--- src/rtl/multicycle_control_unit.sv ---
// Multi-cycle RV32I sequencing controller.
// Steps each instruction through fetch, decode, execute, memory and
// writeback, waits on a shared memory through mem_ready and traps illegal
// opcodes or memory timeouts into a sticky ERROR state.

package definitions_pkg;
    localparam logic [2:0] ALU_ADD = 3'd0;
    localparam logic [2:0] ALU_SUB = 3'd1;
    localparam logic [2:0] ALU_AND = 3'd2;
    localparam logic [2:0] ALU_OR  = 3'd3;
endpackage

module multicycle_control_unit
    import definitions_pkg::*;
#(
    parameter int ALU_CTRL_W  = 3,
    parameter bit EN_OP_IMM   = 1'b1,
    parameter int MEM_TIMEOUT = 16
) (
    input  logic                  clk,
    input  logic                  rst,
    input  logic [6:0]            opcode,
    input  logic [2:0]            funct3,
    input  logic [6:0]            funct7,
    input  logic                  zero,
    input  logic                  mem_ready,
    output logic                  mem_req,
    output logic                  mem_we,
    output logic                  adr_src,
    output logic                  ir_write,
    output logic                  pc_write,
    output logic                  reg_write,
    output logic [1:0]            alu_src_a,
    output logic [1:0]            alu_src_b,
    output logic [ALU_CTRL_W-1:0] alu_control,
    output logic [1:0]            result_src,
    output logic                  illegal,
    output logic [1:0]            err_code,
    output logic [3:0]            state
);

    typedef enum logic [3:0] {
        S_FETCH   = 4'd0,
        S_DECODE  = 4'd1,
        S_MEM_ADR = 4'd2,
        S_MEM_RD  = 4'd3,
        S_MEM_WB  = 4'd4,
        S_MEM_WR  = 4'd5,
        S_EXEC_R  = 4'd6,
        S_EXEC_I  = 4'd7,
        S_ALU_WB  = 4'd8,
        S_BRANCH  = 4'd9,
        S_ERROR   = 4'd10
    } state_t;

    localparam logic [6:0] OP_LOAD   = 7'b0000011;
    localparam logic [6:0] OP_STORE  = 7'b0100011;
    localparam logic [6:0] OP_R      = 7'b0110011;
    localparam logic [6:0] OP_IMM    = 7'b0010011;
    localparam logic [6:0] OP_BRANCH = 7'b1100011;

    localparam logic [1:0] ERR_NONE    = 2'd0;
    localparam logic [1:0] ERR_ILLEGAL = 2'd1;
    localparam logic [1:0] ERR_TIMEOUT = 2'd2;

    // A zero timeout still needs a one-bit counter to keep the width legal.
    localparam int CNT_W = (MEM_TIMEOUT > 0) ? $clog2(MEM_TIMEOUT + 1) : 1;

    state_t             state_q, state_d;
    logic [CNT_W-1:0]   cnt_q;
    logic [1:0]         err_q, err_d;
    logic               illegal_q;
    logic               waiting;
    logic               timed_out;
    logic [2:0]         alu_op;

    assign state    = state_q;
    assign illegal  = illegal_q;
    assign err_code = err_q;

    // Cycles that count toward the timeout are the memory-wait states.
    assign waiting   = (state_q == S_FETCH) || (state_q == S_MEM_RD) || (state_q == S_MEM_WR);
    // A ready arriving on the limit cycle wins, hence the !mem_ready term.
    assign timed_out = (MEM_TIMEOUT != 0) && (cnt_q == CNT_W'(MEM_TIMEOUT)) && !mem_ready;

    // State, timeout counter and sticky error flags.
    always_ff @(posedge clk) begin
        // NOTE: clocked state uses non-blocking assignments so every register samples pre-edge values.
        if (rst) begin
            state_q   <= S_FETCH;
            cnt_q     <= '0;
            err_q     <= ERR_NONE;
            illegal_q <= 1'b0;
        end else begin
            state_q   <= state_d;
            err_q     <= err_d;
            illegal_q <= (state_d == S_ERROR);
            if (state_d != state_q)
                cnt_q <= '0;
            else if (waiting && !mem_ready)
                cnt_q <= cnt_q + 1'b1;
        end
    end

    // Next-state selection and per-state strobes/selects.
    always_comb begin
        // NOTE: every output gets a default first so no path through the case infers a latch.
        state_d    = state_q;
        err_d      = err_q;
        mem_req    = 1'b0;
        mem_we     = 1'b0;
        adr_src    = 1'b0;
        ir_write   = 1'b0;
        pc_write   = 1'b0;
        reg_write  = 1'b0;
        alu_src_a  = 2'd0;
        alu_src_b  = 2'd0;
        alu_op     = ALU_ADD;
        result_src = 2'd0;

        unique case (state_q)
            S_FETCH: begin
                mem_req    = 1'b1;
                alu_src_b  = 2'd1;
                result_src = 2'd2;
                ir_write   = mem_ready;
                pc_write   = mem_ready;
                if (mem_ready) begin
                    state_d = S_DECODE;
                end else if (timed_out) begin
                    state_d = S_ERROR;
                    err_d   = ERR_TIMEOUT;
                end
            end
            S_DECODE: begin
                // ALUOut captures old PC + immediate: the branch target.
                alu_src_a = 2'd1;
                alu_src_b = 2'd2;
                case (opcode)
                    OP_LOAD, OP_STORE: state_d = S_MEM_ADR;
                    OP_R:              state_d = S_EXEC_R;
                    OP_BRANCH:         state_d = S_BRANCH;
                    OP_IMM: begin
                        if (EN_OP_IMM) begin
                            state_d = S_EXEC_I;
                        end else begin
                            state_d = S_ERROR;
                            err_d   = ERR_ILLEGAL;
                        end
                    end
                    default: begin
                        state_d = S_ERROR;
                        err_d   = ERR_ILLEGAL;
                    end
                endcase
            end
            S_MEM_ADR: begin
                alu_src_a = 2'd2;
                alu_src_b = 2'd2;
                state_d   = (opcode == OP_LOAD) ? S_MEM_RD : S_MEM_WR;
            end
            S_MEM_RD: begin
                mem_req = 1'b1;
                adr_src = 1'b1;
                if (mem_ready) begin
                    state_d = S_MEM_WB;
                end else if (timed_out) begin
                    state_d = S_ERROR;
                    err_d   = ERR_TIMEOUT;
                end
            end
            S_MEM_WB: begin
                result_src = 2'd1;
                reg_write  = 1'b1;
                state_d    = S_FETCH;
            end
            S_MEM_WR: begin
                mem_req = 1'b1;
                mem_we  = 1'b1;
                adr_src = 1'b1;
                if (mem_ready) begin
                    state_d = S_FETCH;
                end else if (timed_out) begin
                    state_d = S_ERROR;
                    err_d   = ERR_TIMEOUT;
                end
            end
            S_EXEC_R: begin
                alu_src_a = 2'd2;
                alu_src_b = 2'd0;
                state_d   = S_ALU_WB;
                case (funct3)
                    3'b000:  alu_op = (funct7 == 7'b0100000) ? ALU_SUB : ALU_ADD;
                    3'b111:  alu_op = ALU_AND;
                    3'b110:  alu_op = ALU_OR;
                    default: alu_op = ALU_ADD;
                endcase
            end
            S_EXEC_I: begin
                alu_src_a = 2'd2;
                alu_src_b = 2'd2;
                state_d   = S_ALU_WB;
                case (funct3)
                    3'b111:  alu_op = ALU_AND;
                    3'b110:  alu_op = ALU_OR;
                    default: alu_op = ALU_ADD;
                endcase
            end
            S_ALU_WB: begin
                reg_write = 1'b1;
                state_d   = S_FETCH;
            end
            S_BRANCH: begin
                alu_src_a = 2'd2;
                alu_src_b = 2'd0;
                alu_op    = ALU_SUB;
                pc_write  = ((funct3 == 3'b000) && zero) || ((funct3 == 3'b001) && !zero);
                state_d   = S_FETCH;
            end
            S_ERROR: begin
                state_d = S_ERROR;
            end
            default: begin
                state_d = S_FETCH;
            end
        endcase

        // Reset forces every strobe and select low regardless of state.
        if (rst) begin
            mem_req    = 1'b0;
            mem_we     = 1'b0;
            adr_src    = 1'b0;
            ir_write   = 1'b0;
            pc_write   = 1'b0;
            reg_write  = 1'b0;
            alu_src_a  = 2'd0;
            alu_src_b  = 2'd0;
            alu_op     = 3'd0;
            result_src = 2'd0;
        end

        alu_control = ALU_CTRL_W'(alu_op);
    end

endmodule

--- config.mk ---
export PLATFORM = sky130hd
export DESIGN_NAME = multicycle_control_unit
export DESIGN_NICKNAME = d
export VERILOG_FILES = /design/src/rtl/multicycle_control_unit.sv
export SDC_FILE = /design/constraint.sdc
export NUM_CORES = 1
export LEC_CHECK = 0
export BUFFER_PORTS_ARGS = -buffer_cell sky130_fd_sc_hd__buf_2
export CAP_MARGIN = 20
export CORE_ASPECT_RATIO = 1.2
export CORE_UTILIZATION = 25
export DETAILED_ROUTE_END_ITERATION = 10
export GPL_TIMING_DRIVEN = 0
export PLACE_DENSITY = 0.56
export SLEW_MARGIN = 20
export SYNTH_ARGS = -nofsm -noshare
export SYNTH_HDL_FRONTEND = slang
export SYNTH_SLANG_ARGS = --single-unit
--- constraint.sdc ---
create_clock -name clk -period 2.5 [get_ports clk]
set_input_delay 0.375 -clock clk [delete_from_list [all_inputs] [get_ports clk]]
set_output_delay 0.375 -clock clk [all_outputs]
set_load 0.01 [all_outputs]
==> flow_summary.ini, run 1 <==
[synth]
ys_warn_count = 0
yosysSeqAreaShare = 0.225
async_flop_share = 0
synth_area_leaders = dfxtp_1, nor2_1, a21oi_1
synth_cell_types = 51
synth_edf_count = 0
synth_area_um2 = 1070
synth-main-ff-cell = dfxtp_1
synth_top_area_share = 0.225
synth_top_cell_by_area = dfxtp_1
avgSynthCellArea_um2 = 7.73
ys_ff_latch = 12
syn_inst = 138
synth_nets = 161

[route]
met3_length_um = 172
met2_length_um = 1270
dr.pass1.iters = 4
postRouteAntennaNets = 0
routed_wl_um = 2790
drc = 0
first_iter_violations = 26
vias = 1144
wl_met1_um = 1280
top_layer = met4
vias_per_cell = 4.85
wire_per_inst_um = 11.8

[hold_path]
min_path_type = input port to flip-flop
min_delay_path_depth = 2
hp-start = rst
min_to = state[1]

[worst_setup_path]
cp-start-kind = flip-flop
path_class = flip-flop to primary output
cp.required_ns = 2.12
path_max_fanout = 10
end_kind = primary output
reg2reg_to = cnt_q[1]
cp.arrival_ns = 1.96
ff2ff_path_depth = 7
reg2reg_slack_ns = 0.26
regToRegStartpoint = state[1]

[timing]
period_share = 0.935
finalHoldViolations = 0
max_freq_ghz = 0.428
relSlewSlack = 0.441
finalSetupTns_ns = 0
fin_crit_ns = 2.34
finalSetupViolations = 0
fin_skew_ns = 0.00283
rsz0062_at_grt = false
tightest_slew_ns = 0.827
slew_violations = 0
timing.hold.ws_ns = 0.419

[place]
placement.io_buffers = 40
gp_congestion = 0.880
dp_hpwl_um = 2170

[floorplanning]
rows = 25
die_w_um = 61.6
die_h_um = 73.6
ios = 43
core_area_um2 = 4000
start_util = 0.267
die-area_um2 = 4540

[run]
drv_cap = 0

[power]
leakagePower_nw = 0.579
vdd_drop_max_uv = 369
p_per_area_nw_per_um2 = 567
power_w = 0.000795

[cts]
cts_tree = done
clk_latency_ns = 0.24
hold_buffers = 0
cts_sinks = 12
cts_buffers = 3
root_buffer = clkbuf_8
clockBufferDepth = 2
cts-htree-levels = 1
cts.clk_slew.worst_paths_ns = 0.05

[grt]
grt_start_max_net_pins = 11
antenna_found_initial = 0
grt_overflow = 0
grt_first_pass_wirelength_um = 4440
gr-usage-all-layers = 0.128
grt_pass1_vias = 995

[status]
outcome = completed

[layout]
antennaDiodeCount = 0
final_layout_size_suffix_gt1_frac = 0.324
syn_to_final_growth_pct = 31.4
fin_nets = 206
[state kept, by name, indices dropped and copies added (netlist names)]
| name | flops |
|---|---|
| state | 4 |
| illegal | 1 |
| err_code | 2 |
| cnt_q | 5 |
[kinds of logic (layout without fill, tap and decap cells)]
family                     after synthesis  after routing  share of synthesized area
other                                    1              1                    0.00351
muxes                                    1              1                    0.00938
AOI/OAI and AO/OA                       30             30                      0.216
adders and majority gates                2              2                     0.0234
xor gates and xnor gates                 6              6                     0.0492
buffers and inverters                   15             59                     0.0680
and+or+nand+nor                         71             71                      0.406
DFF                                     12             12                      0.225
[placed cells by master (no fill, tap or decap), types with 2 or more instances in the layout]
master	instances
nand3b_1	3
buf_4	2
nand3_1	2
nand2b_1	6
nor2_1	15
nand2_1	6
clkbuf_1	7
dfxtp_1	12
o21ai_0	5
xnor2_1	5
nor4b_1	2
or4b_1	2
or3b_1	2
inv_1	3
clkbuf_8	4
nor3_1	7
nand4_1	2
a211oi_1	2
and2_1	7
nor2b_1	5
a21oi_1	9
ha_1	2
buf_2	41
[per-stage QoR]
step / utilization / instances / setup slack (ns) / area (µm²)
global route: 0.350 / 236 / 0.0274 / 1400
floorplan: - / 138 / 0.295 / 1070
finish: 0.350 / 236 / 0.164 / 1400
global placement: 0.333 / 232 / -0.0132 / 1340
CTS: 0.347 / 236 / 0.00263 / 1390
detailed placement: 0.333 / 232 / 0.0121 / 1340
[how the worst max path moves through the flow]
stage,startpoint,endpoint,cells after the start
global route,state[1],pc_write,7
CTS,cnt_q[0],cnt_q[2],7
finish,state[1],pc_write,7
global placement,cnt_q[0],cnt_q[2],7
detailed placement,cnt_q[0],cnt_q[2],7
floorplan,state[1],pc_write,6
[cell usage after synthesis (2+ instances only)]
| cell | count |
|---|---|
| inv_1 | 3 |
| or3b_1 | 2 |
| nor2b_1 | 5 |
| a211oi_1 | 2 |
| nand3b_1 | 3 |
| xnor2_1 | 5 |
| o21ai_0 | 5 |
| clkbuf_1 | 8 |
| or4b_1 | 2 |
| nand4_1 | 2 |
| nor3_1 | 8 |
| and2_1 | 7 |
| nand2b_1 | 6 |
| nor2_1 | 15 |
| nor4b_1 | 2 |
| dfxtp_1 | 12 |
| nand3_1 | 2 |
| ha_1 | 2 |
| buf_4 | 2 |
| nand2_1 | 6 |
| a21oi_1 | 9 |
[metal layers]
layer  up-vias  track usage
met5         -            0
met3         6       0.0123
li1        588            -
met2        39        0.213
met4         0       0.0543
met1       511        0.164
[report_power, final]
group / internal [W] / switching, W
Clock: 0.000139 / 0.0000677
Combinational: 0.000159 / 0.000203
Sequential: 0.000208 / 0.0000177
[critical path, cell delays in order, from the launching register on]
cell      delay [ns]
dfxtp_1         0.31
buf_6           0.13
clkbuf_1        0.20
or3_1           0.45
nor3_2          0.21
and2_1          0.17
o21bai_1        0.10
buf_2           0.14
[area by class of cell]
| type | instances | area (µm²) |
|---|---|---|
| flip-flops and latches | 12 | 240 |
| plain buffers | 12 | 62.6 |
| clock buffers | 4 | 55.1 |
| multi-input cells | 111 | 766 |
| fillers | 447 | 2600 |
| well taps | 54 | 67.6 |
| repair buffers | 40 | 200 |
| inverters | 3 | 11.3 |
[repair_timing]
item                       4_1_cts  5_1_grt
resized for setup                0        3
setup buffers                    0        0
setup endpoints to repair        0        2
Note: power is estimated with default switching activity, not from simulation.
==> run 2, diff against run 1 <==
--- a/config.mk
+++ b/config.mk
@@ -5,12 +5,12 @@
 export SDC_FILE = /design/constraint.sdc
 export NUM_CORES = 1
 export LEC_CHECK = 0
+export ABC_AREA = 0
 export BUFFER_PORTS_ARGS = -buffer_cell sky130_fd_sc_hd__buf_2
 export CAP_MARGIN = 20
 export CORE_ASPECT_RATIO = 1.2
 export CORE_UTILIZATION = 25
 export DETAILED_ROUTE_END_ITERATION = 10
-export GPL_TIMING_DRIVEN = 0
 export PLACE_DENSITY = 0.56
 export SLEW_MARGIN = 20
 export SYNTH_ARGS = -nofsm -noshare
==> run 2 against run 1 <==
Wire length is 2.8% higher. Power is 0.45% higher. Critical path depth is 1 lower. Largest cell class unchanged.
==> flow_summary.ini, run 2 (same netlist as run 1, synthesis figures left out) <==
[grt]
grt_busiest_layer = met2
groute.layer.met1.usage = 0.165
antenna_found_initial = 0
grt_first_pass_wirelength_um = 4540
grt_util_met2 = 0.215
met3_usage = 0.0176
grt_overflow = 0
grt_start_max_net_pins = 22
gr-usage-all-layers = 0.135
grt_pass1_vias = 994

[timing]
fin_skew_ns = 0.00143
slew_violations = 0
finalHoldViolations = 0
finalSetupTns_ns = 0
fin_crit_ns = 2.25
max_freq_ghz = 0.445
fin_ws_ns = 0.254
period_share = 0.898
finalSetupViolations = 0
rsz0062_at_grt = false
relSlewSlack = 0.535
tightest_slew_ns = 0.688

[place]
dp_cells = 228
dpl_cell_area_um2 = 1330
placement.io_buffers = 41
pre_cts_ws_ns = 0.295
gp_congestion = 0.894
dp_hpwl_um = 2150

[cts]
cts_tree = done
cts-htree-levels = 1
clk_latency_ns = 0.25
cts.clk_slew.worst_paths_ns = 0.05
hold_buffers = 0
clockBufferDepth = 2
post_cts_resized = 0
cts_setup_buffers = 0
cts_sinks = 12
root_buffer = clkbuf_8
cts_buffers = 3

[worst_setup_path]
regToRegStartpoint = state[0]
end_kind = primary output
worstSetupStartpoint = state[1]
cp.arrival_ns = 1.87
path_max_fanout = 11
cp.required_ns = 2.12
path_class = flip-flop to primary output
cp-start-kind = flip-flop

[layout]
final_common_cell = buf_2
antennaDiodeCount = 0
fin_area_um2 = 1390
fin_nets = 202
largest_register_ffs = 5
largest-register = cnt_q
syn_to_final_growth_pct = 29.9
final_cells = 232
final_layout_size_suffix_gt1_frac = 0.337
final_cell_mix = buf_2, nor2_1, dfxtp_1

[route]
vias = 1121
vias_per_cell = 4.83
postRouteAntennaNets = 0
wire_per_inst_um = 12.3
first_iter_violations = 25
dr.pass1.iters = 4
drc = 0
routed_wl_um = 2860

[power]
p_per_area_nw_per_um2 = 576
leakagePower_nw = 0.584
vdd_drop_max_uv = 320

[hold_path]
min_path_type = flip-flop to flip-flop
hp-start = err_code[0]

[run]
drv_cap = 0

[floorplanning]
die_h_um = 73.6
ios = 43
die-area_um2 = 4540
rows = 25
die_w_um = 61.6
core_area_um2 = 4000
start_util = 0.267

[status]
outcome = completed
-- run 2: cell count changes in the layout (fill, tap and decap cells not counted), sizes merged --
cell    previous run  this run
buf               44        48
clkbuf            12         4
-- run 2: worst paths after layout --
kind / to / slack (ns) / cells after the start
max: pc_write / 0.25 / 6
min: err_code[0] / 0.49 / 2
max reg2reg: cnt_q[2] / 0.29 / 5
min reg2reg: err_code[0] / 0.49 / 2
-- run 2: stage by stage --
step	hold WS, ns	power [W]	utilization
floorplan	0.447	0.000482	-
global placement	0.482	0.000587	0.333
detailed placement	0.482	0.000589	0.333
CTS	0.497	0.000808	0.346
global route	0.527	0.000860	0.346
finish	0.494	0.000798	0.346
-- run 2: critical path, cell delays in order (launching register included) --
cell and delay (ns):
dfxtp_1 0.32, buf_4 0.17, or3_1 0.41, nor3_1 0.28
and2_1 0.19, o21bai_1 0.10, buf_2 0.14
-- run 2: per-layer routing --
metal | vias to the layer above | wire [µm]
met5 | - | 0
met4 | 0 | 99
li1 | 580 | -
met2 | 35 | 1310
met1 | 497 | 1300
met3 | 9 | 155
-- run 2: report_power, final --
group	switching (W)	internal, W
combinational	0.000203	0.000157
sequential	0.0000157	0.000208
clock	0.0000757	0.000139
total	0.000294	0.000504
-- run 2: layout make-up --
type | count | area [µm²]
Timing Repair Buffer | 48 | 258
Clock buffer | 4 | 55.1
Tap cell | 54 | 67.6
Fill cell | 476 | 2620
Sequential cell | 12 | 240
Inverter | 3 | 11.3
Multi-Input combinational cell | 111 | 754
==> run 3, diff against run 2 <==
--- a/config.mk
+++ b/config.mk
@@ -5,7 +5,7 @@
 export SDC_FILE = /design/constraint.sdc
 export NUM_CORES = 1
 export LEC_CHECK = 0
-export ABC_AREA = 0
+export ABC_AREA = 1
 export BUFFER_PORTS_ARGS = -buffer_cell sky130_fd_sc_hd__buf_2
 export CAP_MARGIN = 20
 export CORE_ASPECT_RATIO = 1.2
==> run 3 against run 2 <==
Clock-buffer cell count did not move. Via count rose by 11%. Critical path depth grew 1. Sequential power increased by 25%. First-iteration DRC count up 56%. Die area is 2.4% higher. Clock skew up 0.0028 ns. Register-to-register slack improved by 0.51 ns. Core utilization decreased by 1.6 points. Global-route usage is 0.077 points higher. Flip-flop and latch count unchanged. Setup slack improved by 0.30 ns. Largest cell class unchanged.
==> flow_summary.ini, run 3 <==
[synth]
ys_warn_count = 0
syn_inst = 187
synth_top_area_share = 0.220
avgSynthCellArea_um2 = 5.85
async_flop_share = 0
synth_area_leaders = dfxtp_1, nand2_1, nor2_1
synth_most_common_cell = nand2_1
synth_edf_count = 0
synth_nets = 210
synthTopCellsByCount = nand2_1, nor2_1, inv_1
ys_ff_latch = 12
synth_top_cell_by_area = dfxtp_1
yosysSeqAreaShare = 0.220
synth_area_um2 = 1090
synth-main-ff-cell = dfxtp_1
synth_cell_types = 30

[worst_setup_path]
end_kind = primary output
critPathSlowestCell = dfxtp_1
critPathTopFamily = flip-flops
cp.arrival_ns = 1.57
reg2reg_to = cnt_q[0]
cp-start-kind = flip-flop
cp.buffers_inverters = 3
cp.required_ns = 2.12
path_cells = inv_1 -> nor2_1 -> inv_1 -> nor2_1 -> a21oi_1 -> a21oi_1 -> buf_2
path_max_fanout = 5
ff2ff_path_depth = 12
regToRegStartpoint = state[0]
worst_path_largest_cell_delay_ns = 0.46
reg2reg_slack_ns = 0.80
path_class = flip-flop to primary output

[cts]
cts_sinks = 12
root_buffer = clkbuf_8
clockBufferDepth = 2
cts_buffers = 3
clk_latency_ns = 0.24
cts_setup_buffers = 0
hold_buffers = 0
cts.clk_slew.worst_paths_ns = 0.05
cts_tree = done
post_cts_resized = 0
cts-htree-levels = 1

[route]
first_iter_violations = 39
postRouteAntennaNets = 0
vias = 1243
dr.pass1.iters = 4
routed_wl_um = 2870
vias_per_cell = 4.39
drc = 0
wire_per_inst_um = 10.1

[timing]
rsz0062_at_grt = false
slew_violations = 0
fin_skew_ns = 0.00427
period_share = 0.779
finalSetupTns_ns = 0
max_freq_ghz = 0.514
finalSetupViolations = 0
finalHoldViolations = 0
fin_crit_ns = 1.95

[layout]
largest-register = cnt_q
final_cells = 283
final_layout_size_suffix_gt1_frac = 0.308
largest_register_ffs = 5
fin_nets = 251
fillers = 501
syn_to_final_growth_pct = 27.7
final_common_cell = nand2_1
final_cell_mix = nand2_1, buf_2, nor2_1
antennaDiodeCount = 0

[hold_path]
min_delay_path_depth = 2
min_path_type = flip-flop to flip-flop
min_to = err_code[0]
hp-start = err_code[0]

[grt]
gr-usage-all-layers = 0.136
grt_overflow = 0
grt_first_pass_wirelength_um = 4930
grt_start_max_net_pins = 20
grt_pass1_vias = 1150
antenna_found_initial = 0

[floorplanning]
core_area_um2 = 4230
die-area_um2 = 4640
rows = 26
die_w_um = 62.4
start_util = 0.259
die_h_um = 74.5
ios = 43

[place]
gp_congestion = 0.791
dp_hpwl_um = 2380
dp_cells = 279
placement.io_buffers = 41

[power]
vdd_drop_max_uv = 284
leakagePower_nw = 0.757
p_per_area_nw_per_um2 = 863

[status]
outcome = completed

[run]
drv_cap = 0
## run 3: worst register-to-register path: cells and delay by family, from the launching register on
kind / cells / cell delay, ns
buffers and inverters: 2 / 0.16
AND/OR/NAND/NOR: 9 / 0.89
flip-flops: 1 / 0.50
AO/OA/AOI/OAI: 1 / 0.08
## run 3: cells by family (layout without fill, tap and decap cells)
logic type,after synthesis,in the layout,share of synthesized area
compound gates,15,15,0.0801
xor+xnor,5,5,0.0401
fa+ha+maj,2,2,0.0229
buf+inv,35,75,0.128
flops,12,12,0.220
mux,2,2,0.0206
other cells,1,1,0.00343
simple gates,115,115,0.485
## run 3: layout make-up
| cell class | count | area (µm²) | share of cell area |
|---|---|---|---|
| Inverter | 30 | 113 | 0.0806 |
| Multi-Input combinational cell | 140 | 713 | 0.511 |
| Timing Repair Buffer | 41 | 205 | 0.147 |
| Sequential cell | 12 | 240 | 0.172 |
| Tap cell | 56 | 70.1 | 0.0502 |
| Clock buffer | 4 | 55.1 | 0.0394 |
## run 3: stage by stage
step / hold slack (ns) / area (µm²) / power [W] / setup WS, ns / util
after floorplan: 0.483 / 1090 / 0.000811 / 0.900 / -
after global placement: 0.462 / 1340 / 0.000999 / 0.821 / 0.317
after detailed placement: 0.456 / 1340 / 0.00100 / 0.803 / 0.317
after CTS: 0.464 / 1400 / 0.00122 / 0.548 / 0.330
after global routing: 0.490 / 1400 / 0.00134 / 0.418 / 0.330
final: 0.457 / 1400 / 0.00121 / 0.553 / 0.330
## run 3: where the power goes
| group | leakage [nW] | internal, W | switching [W] |
|---|---|---|---|
| registers | 0.0972 | 0.000225 | 0.0000534 |
| logic | 0.631 | 0.000253 | 0.000462 |
| clock network | 0.0288 | 0.000139 | 0.0000733 |
## run 3: routing by layer
metal / vias to the layer above / wire, µm / track usage
met5: - / 0 / 0
met1: 555 / 1280 / 0.149
met3: 4 / 80 / 0.0169
met4: 0 / 50 / 0.0698
li1: 662 / - / -
met2: 22 / 1450 / 0.259
## run 3: how the worst max path moves through the flow
stage                     startpoint        endpoint  slack (ns)  depth (start not counted)
after global routing        state[3]  alu_control[0]        0.42                          7
final                       state[3]  alu_control[0]        0.55                          7
after global placement      state[2]  alu_control[0]        0.82                          7
after floorplan                  rst   result_src[1]        0.90                          4
after detailed placement   funct3[2]  alu_control[0]        0.80                          7
after CTS                   state[3]  alu_control[0]        0.55                          7
